===== src/rtl/ctrl_pkg.sv =====
// ctrl_pkg: state, mux-select encodings and defaults for the multi-cycle control.  Rev 1.0
`default_nettype none
package ctrl_pkg;

   localparam int MEM_TIMEOUT_DEFAULT = 255;

   typedef enum logic [2:0] {
      S_FETCH  = 3'd0,
      S_DECODE = 3'd1,
      S_EXEC   = 3'd2,
      S_MEM    = 3'd3,
      S_WB     = 3'd4,
      S_HALT   = 3'd5
   } ctrl_state_t;

   typedef enum logic [1:0] {
      PC_PLUS4 = 2'd0,
      PC_BRIMM = 2'd1,
      PC_JALR  = 2'd2
   } pc_sel_t;

   typedef enum logic [1:0] {
      WB_ALU  = 2'd0,
      WB_LOAD = 2'd1,
      WB_PC4  = 2'd2,
      WB_IMM  = 2'd3
   } wb_sel_t;

endpackage
`default_nettype wire


===== src/rtl/fe_pkg.sv =====
// fe_pkg: front-end decoder types shared with the control path.  Rev 1.0
`default_nettype none
package fe_pkg;

   typedef enum logic [6:0] {
      OP_LOAD   = 7'b0000011,
      OP_IMM    = 7'b0010011,
      OP_AUIPC  = 7'b0010111,
      OP_STORE  = 7'b0100011,
      OP_REG    = 7'b0110011,
      OP_LUI    = 7'b0110111,
      OP_BRANCH = 7'b1100011,
      OP_JALR   = 7'b1100111,
      OP_JAL    = 7'b1101111,
      OP_SYSTEM = 7'b1110011
   } RV32I_OPCODE_t;

endpackage
`default_nettype wire


===== src/rtl/ctrl_mem_watchdog.sv =====
// ctrl_mem_watchdog: wait-cycle counter for an outstanding memory request.  Rev 1.0
`default_nettype none
module ctrl_mem_watchdog #(
   parameter int MEM_TIMEOUT = 255,
   parameter int TO_W        = 8
) (
   input  logic clk,
   input  logic rst_n,
   input  logic clr,
   input  logic en,
   output logic expired
);

   localparam logic [TO_W-1:0] LIMIT = TO_W'(MEM_TIMEOUT - 1);

   logic [TO_W-1:0] count_q, count_d;

   always_comb begin
      count_d = count_q;
      if (clr)
         count_d = '0;
      else if (en)
         count_d = count_q + TO_W'(1);
   end

   always_ff @(posedge clk) begin
      if (!rst_n)
         count_q <= '0;
      else
         count_q <= count_d;
   end

   // Fires in the cycle whose increment would reach the limit.
   assign expired = en && (count_q == LIMIT);

endmodule
`default_nettype wire


===== src/rtl/rv32i_multicycle_ctrl.sv =====
// rv32i_multicycle_ctrl: FETCH/DECODE/EXEC/MEM/WB control FSM with halt and retire count.  Rev 1.0
`default_nettype none
module rv32i_multicycle_ctrl
   import ctrl_pkg::*;
   import fe_pkg::*;
#(
   parameter int MEM_TIMEOUT = MEM_TIMEOUT_DEFAULT,
   parameter int TO_W        = 8,
   parameter int CNT_W       = 32
) (
   input  logic             clk,
   input  logic             rst_n,
   input  logic [6:0]       opcode,
   input  logic             branch_taken,
   input  logic             imem_ack,
   input  logic             dmem_ack,
   output logic             imem_req,
   output logic             ir_we,
   output logic             pc_we,
   output logic [1:0]       pc_sel,
   output logic             alu_b_sel,
   output logic             dmem_req,
   output logic             dmem_we,
   output logic             rf_we,
   output logic [1:0]       wb_sel,
   output logic             halt,
   output logic             illegal,
   output logic             bus_err,
   output logic [CNT_W-1:0] instret
);

   ctrl_state_t      state_q, state_d;
   logic [CNT_W-1:0] instret_q, instret_d;
   logic             illegal_q, illegal_d;
   logic             bus_err_q, bus_err_d;

   logic    w_imem_req, w_ir_we, w_pc_we, w_alu_b_sel;
   logic    w_dmem_req, w_dmem_we, w_rf_we;
   pc_sel_t w_pc_sel;
   wb_sel_t w_wb_sel;

   logic w_wd_ack, w_wd_en, w_wd_clr, w_wd_expired;

   assign w_wd_ack = (state_q == S_FETCH) ? imem_ack : dmem_ack;
   assign w_wd_en  = ((state_q == S_FETCH) || (state_q == S_MEM)) && !w_wd_ack;
   // MEM can hand straight back to FETCH, so clear on any state change.
   assign w_wd_clr = (state_d != state_q);

   ctrl_mem_watchdog #(
      .MEM_TIMEOUT (MEM_TIMEOUT),
      .TO_W        (TO_W)
   ) u_watchdog (
      .clk     (clk),
      .rst_n   (rst_n),
      .clr     (w_wd_clr),
      .en      (w_wd_en),
      .expired (w_wd_expired)
   );

   always_comb begin
      state_d     = state_q;
      instret_d   = instret_q;
      illegal_d   = illegal_q;
      bus_err_d   = bus_err_q;
      w_imem_req  = 1'b0;
      w_ir_we     = 1'b0;
      w_pc_we     = 1'b0;
      w_pc_sel    = PC_PLUS4;
      w_alu_b_sel = 1'b0;
      w_dmem_req  = 1'b0;
      w_dmem_we   = 1'b0;
      w_rf_we     = 1'b0;
      w_wb_sel    = WB_ALU;
      case (state_q)
         S_FETCH: begin
            w_imem_req = 1'b1;
            if (imem_ack) begin
               w_ir_we = 1'b1;
               state_d = S_DECODE;
            end else if (w_wd_expired) begin
               bus_err_d = 1'b1;
               state_d   = S_HALT;
            end
         end
         S_DECODE: begin
            case (opcode)
               OP_SYSTEM: begin
                  instret_d = instret_q + CNT_W'(1);
                  state_d   = S_HALT;
               end
               OP_LOAD, OP_IMM, OP_AUIPC, OP_STORE, OP_REG,
               OP_LUI, OP_BRANCH, OP_JALR, OP_JAL:
                  state_d = S_EXEC;
               default: begin
                  illegal_d = 1'b1;
                  state_d   = S_HALT;
               end
            endcase
         end
         S_EXEC: begin
            case (opcode)
               OP_IMM, OP_LOAD, OP_STORE, OP_JALR, OP_AUIPC: w_alu_b_sel = 1'b1;
               default:                                      w_alu_b_sel = 1'b0;
            endcase
            case (opcode)
               OP_BRANCH: begin
                  w_pc_we   = 1'b1;
                  w_pc_sel  = branch_taken ? PC_BRIMM : PC_PLUS4;
                  instret_d = instret_q + CNT_W'(1);
                  state_d   = S_FETCH;
               end
               OP_LOAD, OP_STORE: state_d = S_MEM;
               default:           state_d = S_WB;
            endcase
         end
         S_MEM: begin
            w_dmem_req = 1'b1;
            w_dmem_we  = (opcode == OP_STORE);
            if (dmem_ack) begin
               if (opcode == OP_STORE) begin
                  w_pc_we   = 1'b1;
                  instret_d = instret_q + CNT_W'(1);
                  state_d   = S_FETCH;
               end else begin
                  state_d = S_WB;
               end
            end else if (w_wd_expired) begin
               bus_err_d = 1'b1;
               state_d   = S_HALT;
            end
         end
         S_WB: begin
            w_rf_we   = 1'b1;
            w_pc_we   = 1'b1;
            instret_d = instret_q + CNT_W'(1);
            state_d   = S_FETCH;
            case (opcode)
               OP_LOAD: w_wb_sel = WB_LOAD;
               OP_JAL:  begin w_wb_sel = WB_PC4; w_pc_sel = PC_BRIMM; end
               OP_JALR: begin w_wb_sel = WB_PC4; w_pc_sel = PC_JALR;  end
               OP_LUI:  w_wb_sel = WB_IMM;
               default: w_wb_sel = WB_ALU;
            endcase
         end
         S_HALT:  state_d = S_HALT;
         default: state_d = S_FETCH;
      endcase
   end

   always_ff @(posedge clk) begin
      if (!rst_n) begin
         state_q   <= S_FETCH;
         instret_q <= '0;
         illegal_q <= 1'b0;
         bus_err_q <= 1'b0;
      end else begin
         state_q   <= state_d;
         instret_q <= instret_d;
         illegal_q <= illegal_d;
         bus_err_q <= bus_err_d;
      end
   end

   // Every strobe is forced low while reset is held, whatever the state.
   assign imem_req  = rst_n & w_imem_req;
   assign ir_we     = rst_n & w_ir_we;
   assign pc_we     = rst_n & w_pc_we;
   assign pc_sel    = rst_n ? 2'(w_pc_sel) : 2'b00;
   assign alu_b_sel = rst_n & w_alu_b_sel;
   assign dmem_req  = rst_n & w_dmem_req;
   assign dmem_we   = rst_n & w_dmem_we;
   assign rf_we     = rst_n & w_rf_we;
   assign wb_sel    = rst_n ? 2'(w_wb_sel) : 2'b00;
   assign halt      = rst_n & (state_q == S_HALT);
   assign illegal   = rst_n & illegal_q;
   assign bus_err   = rst_n & bus_err_q;
   assign instret   = instret_q;

endmodule
`default_nettype wire


===== config.mk =====
export PLATFORM = sky130hd
export DESIGN_NAME = rv32i_multicycle_ctrl
export DESIGN_NICKNAME = d
export VERILOG_FILES = /design/src/rtl/ctrl_pkg.sv /design/src/rtl/fe_pkg.sv /design/src/rtl/ctrl_mem_watchdog.sv /design/src/rtl/rv32i_multicycle_ctrl.sv
export SDC_FILE = /design/constraint.sdc
export NUM_CORES = 1
export LEC_CHECK = 0
export CORE_MARGIN = 3
export CORE_UTILIZATION = 50
export DETAILED_ROUTE_END_ITERATION = 8
export PLACE_DENSITY_LB_ADDON = 0.12
export SLEW_MARGIN = 30
export SYNTH_ARGS = -nofsm -noshare
export SYNTH_HDL_FRONTEND = slang
export SYNTH_SLANG_ARGS = --single-unit

===== constraint.sdc =====
create_clock -name clk -period 4.9 [get_ports clk]
set_clock_uncertainty 0.05 [all_clocks]
set_input_delay 0.98 -clock clk [delete_from_list [all_inputs] [get_ports clk]]
set_output_delay 0.98 -clock clk [all_outputs]
set_load 0.05 [all_outputs]

# After elaboration in Yosys (flattened, before gate mapping)
# Cells that the tools add are included.
# classes
addsub	2
n_eq_ne	23
muxes	37
bitwise	12
n_reduce_logical	16
# ops
op	count
$mux W32	4
$pmux W32 S4	1
$add A32 B1 Y32 const B	1
$eq A7 B7 Y1 const B	4
$eq A7 B6 Y1 const B	3
$mux W1	17
$mux W3	5
$pmux W3 S5	1
$eq A7 B5 Y1 const B	2
$and A1 B1 Y1	10
$reduce_or A10 Y1	1
$reduce_or A9 Y1	1
$add A8 B1 Y8 const B	1
$eq A8 B8 Y1 const B	1
$ne A2 B2 Y1 const B	4
$pmux W2 S2	2
$eq A7 B2 Y1 const B	1
$eq A3 B2 Y1 const B	2
$eq A3 B3 Y1 const B	2
$mux W2	3
$pmux W2 S3	1
$pmux W3 S2	1
$reduce_or A2 Y1	3
$reduce_and A5 Y1	1
15 further kinds	18
# totals
reg_bits	45
in_bits	12
wordCells	95

# Longest topological paths before layout
# Gate-level depths: netlist of run 1.
# logic_depth
word_depth	10
ltp_mapped	7
mapped_depth_nobuf	7

# Modules after synthesis
# From an unflattened synthesis of run 1, not the netlist that was laid out.
# unflattened
cells_unflattened	342
hier_area_um2	2630.0
# modules_own_cells
mod	n_inst	cells_per_inst	area_per_inst_um2	seq_area_each_um2
rv32i_multicycle_ctrl	1	300	2260.9	740.7
ctrl_mem_watchdog	1	42	369.1	160.2

# Worst setup path before layout of run 1
# Ideal clock, no wire load.
# synth_timing
path_type	input to output
start	in rst_n
end	out wb_sel[0]
arrival_time_ns	3.829
required_time_ns	3.870
setup_slack_ns	0.041
cell_stages	5
cell_sequence	nand2_1 -> nor3_1 -> nand3_1 -> or2_2 -> a211oi_1
# synth_via
elab_chain_cells	1
# synth_lines
element	line	text
start, declared	rv32i_multicycle_ctrl.sv:12	input logic rst_n,
$mux W2	rv32i_multicycle_ctrl.sv:173	assign wb_sel = rst_n ? 2'(w_wb_sel) : 2'b00;
end, declared	rv32i_multicycle_ctrl.sv:25	output logic [1:0] wb_sel,
# No other way between the ends.

# Final worst setup path of run 1
# layout_timing
start	in opcode[5]
end	out pc_sel[0]
# layout_via
elab_chain_cells	4
# layout_lines
element	line	text
start, declared	rv32i_multicycle_ctrl.sv:13	input logic [6:0] opcode,
$eq A7 B7 Y1, on equally long branches	rv32i_multicycle_ctrl.sv:137, rv32i_multicycle_ctrl.sv:105	
$pmux W2 S2 / $mux W1 (equally long branches)	rv32i_multicycle_ctrl.sv:137, rv32i_multicycle_ctrl.sv:105	
$pmux W2 S2 (*)	rv32i_multicycle_ctrl.sv:74	case (state_q)
$mux W2 (*)	rv32i_multicycle_ctrl.sv:168	assign pc_sel = rst_n ? 2'(w_pc_sel) : 2'b00;
end, declared	rv32i_multicycle_ctrl.sv:20	output logic [1:0] pc_sel,
# Every way passes the cells marked *; elsewhere a longest branch is shown, timed or not.

==> flow_summary.ini, run 1 <==
[synth]
synth.distinct_cells = 52
syn-mean-instance-area_sq_um = 8.02
synth_top_family_by_area = simple AND/OR/NAND/NOR gates
synth-edff-count = 0
synthArstFlopShare_pct = 0
synthesis.area_sq_um = 2570
syn-num-nets = 335
synth_compound_area_share_pct = 21.2
ys_seq_elements = 45
syn_inst = 320
ys_seq_area_share_pct = 35.1
yosys_most_used_dff = dfxtp_1
synth-xor-area-share_pct = 3.07
synth_warnings = 0
synthSimpleGateAreaFrac_pct = 33.8
synthMuxAreaShare_pct = 0.780
synthAdderAreaFrac_pct = 1.46

[drt]
drt_wl_total_um = 6060
viasPerCell = 5.75
route.detailed.drc = 0
vias = 2536
first_pass_iters = 4
ant_nets = 0
first_iter_violations = 112
wl_per_cell_um = 13.7

[grt]
grt_usage_pct = 20.7
antenna_found_initial = 0
grt_pass1_vias = 2340
grt_pass1_wl_um = 10500
grt_start_max_net_pins = 36
gr-total-overflow = 0

[clock_tree]
cts_root_buf = clkbuf_8
cts_tree = done
cts_buffers = 5
clk_path_buf_depth = 2
htree_levels = 2
cts_setup_buffers = 0
cts.sinks = 45
clk_latency_ns = 0.30
cts-resized-gates = 0
clk_pin_slew_ns = 0.09
ctsHoldBuffers = 0

[power]
leakage_nw = 0.999
power.density_nw_per_um2 = 229
ir_drop_v = 0.000147
total_power_mw = 0.758

[worst_setup_path]
path_common_cell = clkdlybuf4s50_1
critPathCaptureType = output pin
critPathMaxFanout = 10
crit_type = primary input to output pin
critPathMaxStageDelay_ns = 0.81
rr_worst_depth = 6
reg2reg_slack_ns = 2.29
crit_arrival_ns = 3.24
cp.required_ns = 3.87
slowest_stage = clkdlybuf4s50_1
cp_cell_sequence = clkdlybuf4s50_1 -> nand2_1 -> or4_1 -> a21oi_1 -> clkdlybuf4s50_1
start_kind = primary input

[floorplan]
fp.dieH_um = 77.6
die_x_um = 77.6
core_area_sq_um = 4850
top_level_ports = 58
fp-row-count = 25
die_area_sq_um = 6030
start_util_pct = 52.9

[run]
cap_violations = 0

[placed_design]
dp_slack_ns = 0.632
dp_hpwl_um = 4270
io_buffers = 57
gp_congestion = 0.860

[layout]
final_layout_size_suffix_gt1_share_pct = 7.75
diodes = 0
syn2layout_area_growth_pct = 29.1
nNetsFinal = 388

[status]
status = finished, final reports clean

[timing]
worst_slack_ns = 0.628
tightest_slew_ns = 0.761
setup_tns_ns = 0
finalSetupViolCount = 0
fin_crit_ns = 4.27
holdWs_ns = 0.421
rsz0062_at_grt = no
fin_crit_sh_pct = 87.2
slew_violations = 0
hold_violations = 0
slew_headroom_pct = 48.6
fmax_mhz = 234

[hold_path]
hp-class = flop to flop
min_delay_path_depth = 2
==> stage by stage <==
step | util (%) | area, sq um | cells
2_1_floorplan | - | 2570 | 320
3_3_place_gp | 66.0 | 3200 | 433
3_5_place_dp | 66.0 | 3200 | 433
4_1_cts | 68.3 | 3310 | 441
5_1_grt | 68.3 | 3310 | 441
6_report | 68.3 | 3310 | 441
==> synth_stat cells, types with 5 or more instances <==
master	count	share of area [%]
a21oi_1	34	6.6
and2_1	6	1.5
buf_2	5	0.97
clkbuf_1	9	1.3
dfxtp_1	45	35
inv_1	10	1.5
nand2_1	20	2.9
nand3_1	19	3.7
nand4_1	10	2.4
nor2_1	21	3.1
nor2b_1	6	1.5
nor3_1	7	1.4
nor4_1	5	1.2
o21ai_0	22	4.3
o31ai_1	10	2.9
or3_1	17	4.1
or4_1	11	3.2
xor2_1	7	2.4
==> placed cells by master, fill, tap and decap left out, drive strengths merged, types with 7 or more instances in the layout <==
cell / synthesis / routed
nand2: 20 / 20
a21oi: 34 / 34
nor2: 21 / 21
xor2: 7 / 7
nor3: 7 / 7
inv: 10 / 10
clkdlybuf4s50: 0 / 54
or3: 17 / 17
or4: 11 / 11
dfxtp: 45 / 45
o31ai: 12 / 12
o21ai: 22 / 22
buf: 7 / 8
nand4: 10 / 10
nand3: 19 / 19
==> final timing paths <==
kind	to	startpoint
max reg2reg	instret[30]$_SDFFE_PN0P_	state_q[1]$_SDFF_PN0_
min reg2reg	bus_err_q$_SDFFE_PN0P_	bus_err_q$_SDFFE_PN0P_
max	pc_sel[0]	opcode[5]
min	bus_err_q$_SDFFE_PN0P_	bus_err_q$_SDFFE_PN0P_
==> flip-flops by register name, indices dropped and copies added, names as in the netlist <==
signal,flops
bus_err_q,1
instret,32
illegal_q,1
u_watchdog.count_q,8
state_q,3
==> cell type report <==
cell class,instances,area (sq um)
sequential,45,901
fill,436,1540
timing repair buffer,62,626
multi-input combinational,248,1550
tap,67,83.8
clock buffer,5,68.8
inverter,11,41.3
clock inverter,3,46.3
==> worst max-delay path: cells and delay by family <==
family | cells | cell delay [ns]
buffers and inverters | 2 | 1.45
AOI/OAI and AO/OA | 1 | 0.13
and+or+nand+nor | 2 | 0.68
==> power breakdown <==
| group | switching (mW) | internal [mW] | total (mW) | leakage, nW |
|---|---|---|---|---|
| registers | 0.0113 | 0.371 | 0.382 | 0.363 |
| clock network | 0.131 | 0.153 | 0.284 | 0.0543 |
| logic | 0.0541 | 0.0385 | 0.0926 | 0.582 |
==> logic make-up (layout without fill, tap and decap cells) <==
kind of cell / after synthesis / after routing
adder cells (fa/ha/maj): 3 / 3
AND/OR/NAND/NOR: 150 / 150
multiplexers: 2 / 2
XOR/XNOR: 9 / 9
AO/OA/AOI/OAI: 84 / 84
buffers and inverters: 27 / 81
flip-flops: 45 / 45
==> per-layer routing <==
metal | GRT usage [%] | vias to the layer above | part of all wire [%]
li1 | - | 1297 | -
met1 | 25.1 | 1193 | 46
met2 | 37.2 | 42 | 49
met3 | 4.18 | 4 | 3.8
met4 | 5.34 | 0 | 0.59
met5 | 0 | - | 0
Note: power is estimated with default switching activity, not from simulation.
==> run 2: changes to the inputs <==
--- a/config.mk
+++ b/config.mk
@@ -9,2 +9,3 @@
 export CORE_UTILIZATION = 50
+export CTS_CLUSTER_DIAMETER = 150
 export DETAILED_ROUTE_END_ITERATION = 8
--- a/constraint.sdc
+++ b/constraint.sdc
@@ -4,2 +4,2 @@
 set_output_delay 0.98 -clock clk [all_outputs]
-set_load 0.05 [all_outputs]
+set_load 0.005 [all_outputs]
==> run 2 against run 1 <==
Net effect:
- sequential cell count did not move
- design area is 1.2% lower
- global-route usage fell by 0.55 points
- highest routed layer unchanged
- die area stayed put
- largest power group unchanged
- wire length shrank 1.9%
- non-clock buffer count unchanged
- sequential share of layout area rose by 0.32 points
==> flow_summary.ini, run 2 (same netlist as run 1, synthesis figures left out) <==
[drt]
drt_wl_total_um = 5940
ant_nets = 0
route.detailed.drc = 0
viasPerCell = 5.75
first_iter_violations = 84
wl_per_cell_um = 13.5
vias = 2536
first_pass_iters = 4

[clock_tree]
htree_levels = 2
clk_path_buf_depth = 2
cts.sinks = 45
cts_root_buf = clkbuf_8
cts_buffers = 5
ctsHoldBuffers = 0
clk_latency_ns = 0.30
cts_setup_buffers = 0
cts_tree = done
cts-resized-gates = 0
clk_pin_slew_ns = 0.09

[status]
status = finished, final reports clean

[power]
power.density_nw_per_um2 = 212
total_power_mw = 0.695
ir_drop_v = 0.000145
leakage_nw = 0.977

[layout]
syn2layout_area_growth_pct = 27.6
final_cell_mix = 57 x clkdlybuf4s50_1, 45 x dfxtp_1, 34 x a21oi_1
largest_reg_flops = 32
fin_area_sq_um = 3270
diodes = 0
final_common_cell = clkdlybuf4s50_1
final_core_util_pct = 67.5
final_layout_size_suffix_gt1_share_pct = 6.95
nNetsFinal = 388

[worst_setup_path]
crit_type = primary input to output pin
cp.required_ns = 3.87
critPathMaxStageDelay_ns = 0.53
critPathMaxFanout = 12
rr_worst_depth = 6
crit_start = rst_n
path_common_cell = clkdlybuf4s50_1
critPathCaptureType = output pin
start_kind = primary input
slowest_stage = clkdlybuf4s50_1
endpoint = wb_sel[0]
crit_arrival_ns = 3.00
r2r_start = state_q[1]$_SDFF_PN0_
cp_cell_sequence = clkdlybuf4s50_1 -> buf_4 -> nand2_1 -> nor3_1 -> nand3_1 -> or2_2 -> a211oi_1 -> clkdlybuf4s50_1
worst_r2r_endpoint = instret[26]$_SDFFE_PN0P_
reg2reg_slack_ns = 2.19

[floorplan]
die_area_sq_um = 6030
fp.dieH_um = 77.6
die_x_um = 77.6
core_area_sq_um = 4850
start_util_pct = 52.9
top_level_ports = 58
fp-row-count = 25

[timing]
slew_violations = 0
setup_tns_ns = 0
hold_violations = 0
fin_crit_ns = 4.03
fmax_mhz = 248
slew_headroom_pct = 49.1
fin_crit_sh_pct = 82.2
tightest_slew_ns = 0.757
finalSetupViolCount = 0
rsz0062_at_grt = no

[grt]
grt_pass1_wl_um = 10200
grt_pass1_vias = 2279
gr-total-overflow = 0
antenna_found_initial = 0
grt_start_max_net_pins = 36
grt_usage_pct = 20.2

[placed_design]
dpl_cell_area_sq_um = 3180
io_buffers = 57
dp_hpwl_um = 4290
gp_congestion = 0.853

[run]
cap_violations = 0

[hold_path]
hp-class = flop to flop
==> run 2: changes by cell type in the layout (fill, tap and decap cells not counted) <==
cell / change
bufinv_16: -1
inv_6: +1
buf_12: -2
clkdlybuf4s50_1: +3
buf_4: -1
==> run 2: worst max-delay path: cells and delay by family <==
family                 cells  cell delay (ns)
AOI/OAI and AO/OA          1             0.18
and+or+nand+nor            4             0.71
buffers and inverters      3             1.14
==> run 2: through the flow <==
stage               std cells  hold slack, ns  setup slack, ns
global route              441           0.478            0.729
finish                    441           0.428            0.870
floorplan                 320           0.379             1.90
detailed placement        433           0.408            0.875
global placement          433           0.395            0.866
CTS                       441           0.433            0.850
==> run 2: worst min-delay path by stage <==
stage,cells after the start,endpoint,start,slack (ns)
after detailed placement,2,bus_err_q$_SDFFE_PN0P_,bus_err_q$_SDFFE_PN0P_,0.41
after global placement,2,illegal_q$_SDFFE_PN0P_,illegal_q$_SDFFE_PN0P_,0.40
final,2,bus_err_q$_SDFFE_PN0P_,bus_err_q$_SDFFE_PN0P_,0.43
after floorplan,2,bus_err_q$_SDFFE_PN0P_,bus_err_q$_SDFFE_PN0P_,0.38
after CTS,2,bus_err_q$_SDFFE_PN0P_,bus_err_q$_SDFFE_PN0P_,0.43
after global routing,2,bus_err_q$_SDFFE_PN0P_,bus_err_q$_SDFFE_PN0P_,0.48
==> run 2: area by class of cell <==
cell class | count | area (sq um)
clock buffer | 5 | 68.8
clock inverter | 3 | 25.0
fill | 434 | 1570
inverter | 11 | 41.3
multi-input combinational | 248 | 1550
sequential | 45 | 901
tap | 67 | 83.8
timing repair buffer | 62 | 608
==> run 2: layer usage <==
metal / share of wire, % / wire [um] / up-vias / track usage (%)
met3: 4.2 / 250 / 7 / 3.25
met2: 47 / 2810 / 58 / 35.1
met1: 48 / 2820 / 1167 / 26.0
met5: 0 / 0 / - / 0
met4: 1.0 / 61 / 0 / 4.80
li1: - / - / 1304 / -
==> run 2: power by group <==
group          leakage [nW]  switching [mW]  internal [mW]  total, mW
clock                0.0447           0.136          0.103      0.239
sequential            0.363          0.0116          0.371      0.382
combinational         0.569          0.0393         0.0353     0.0745
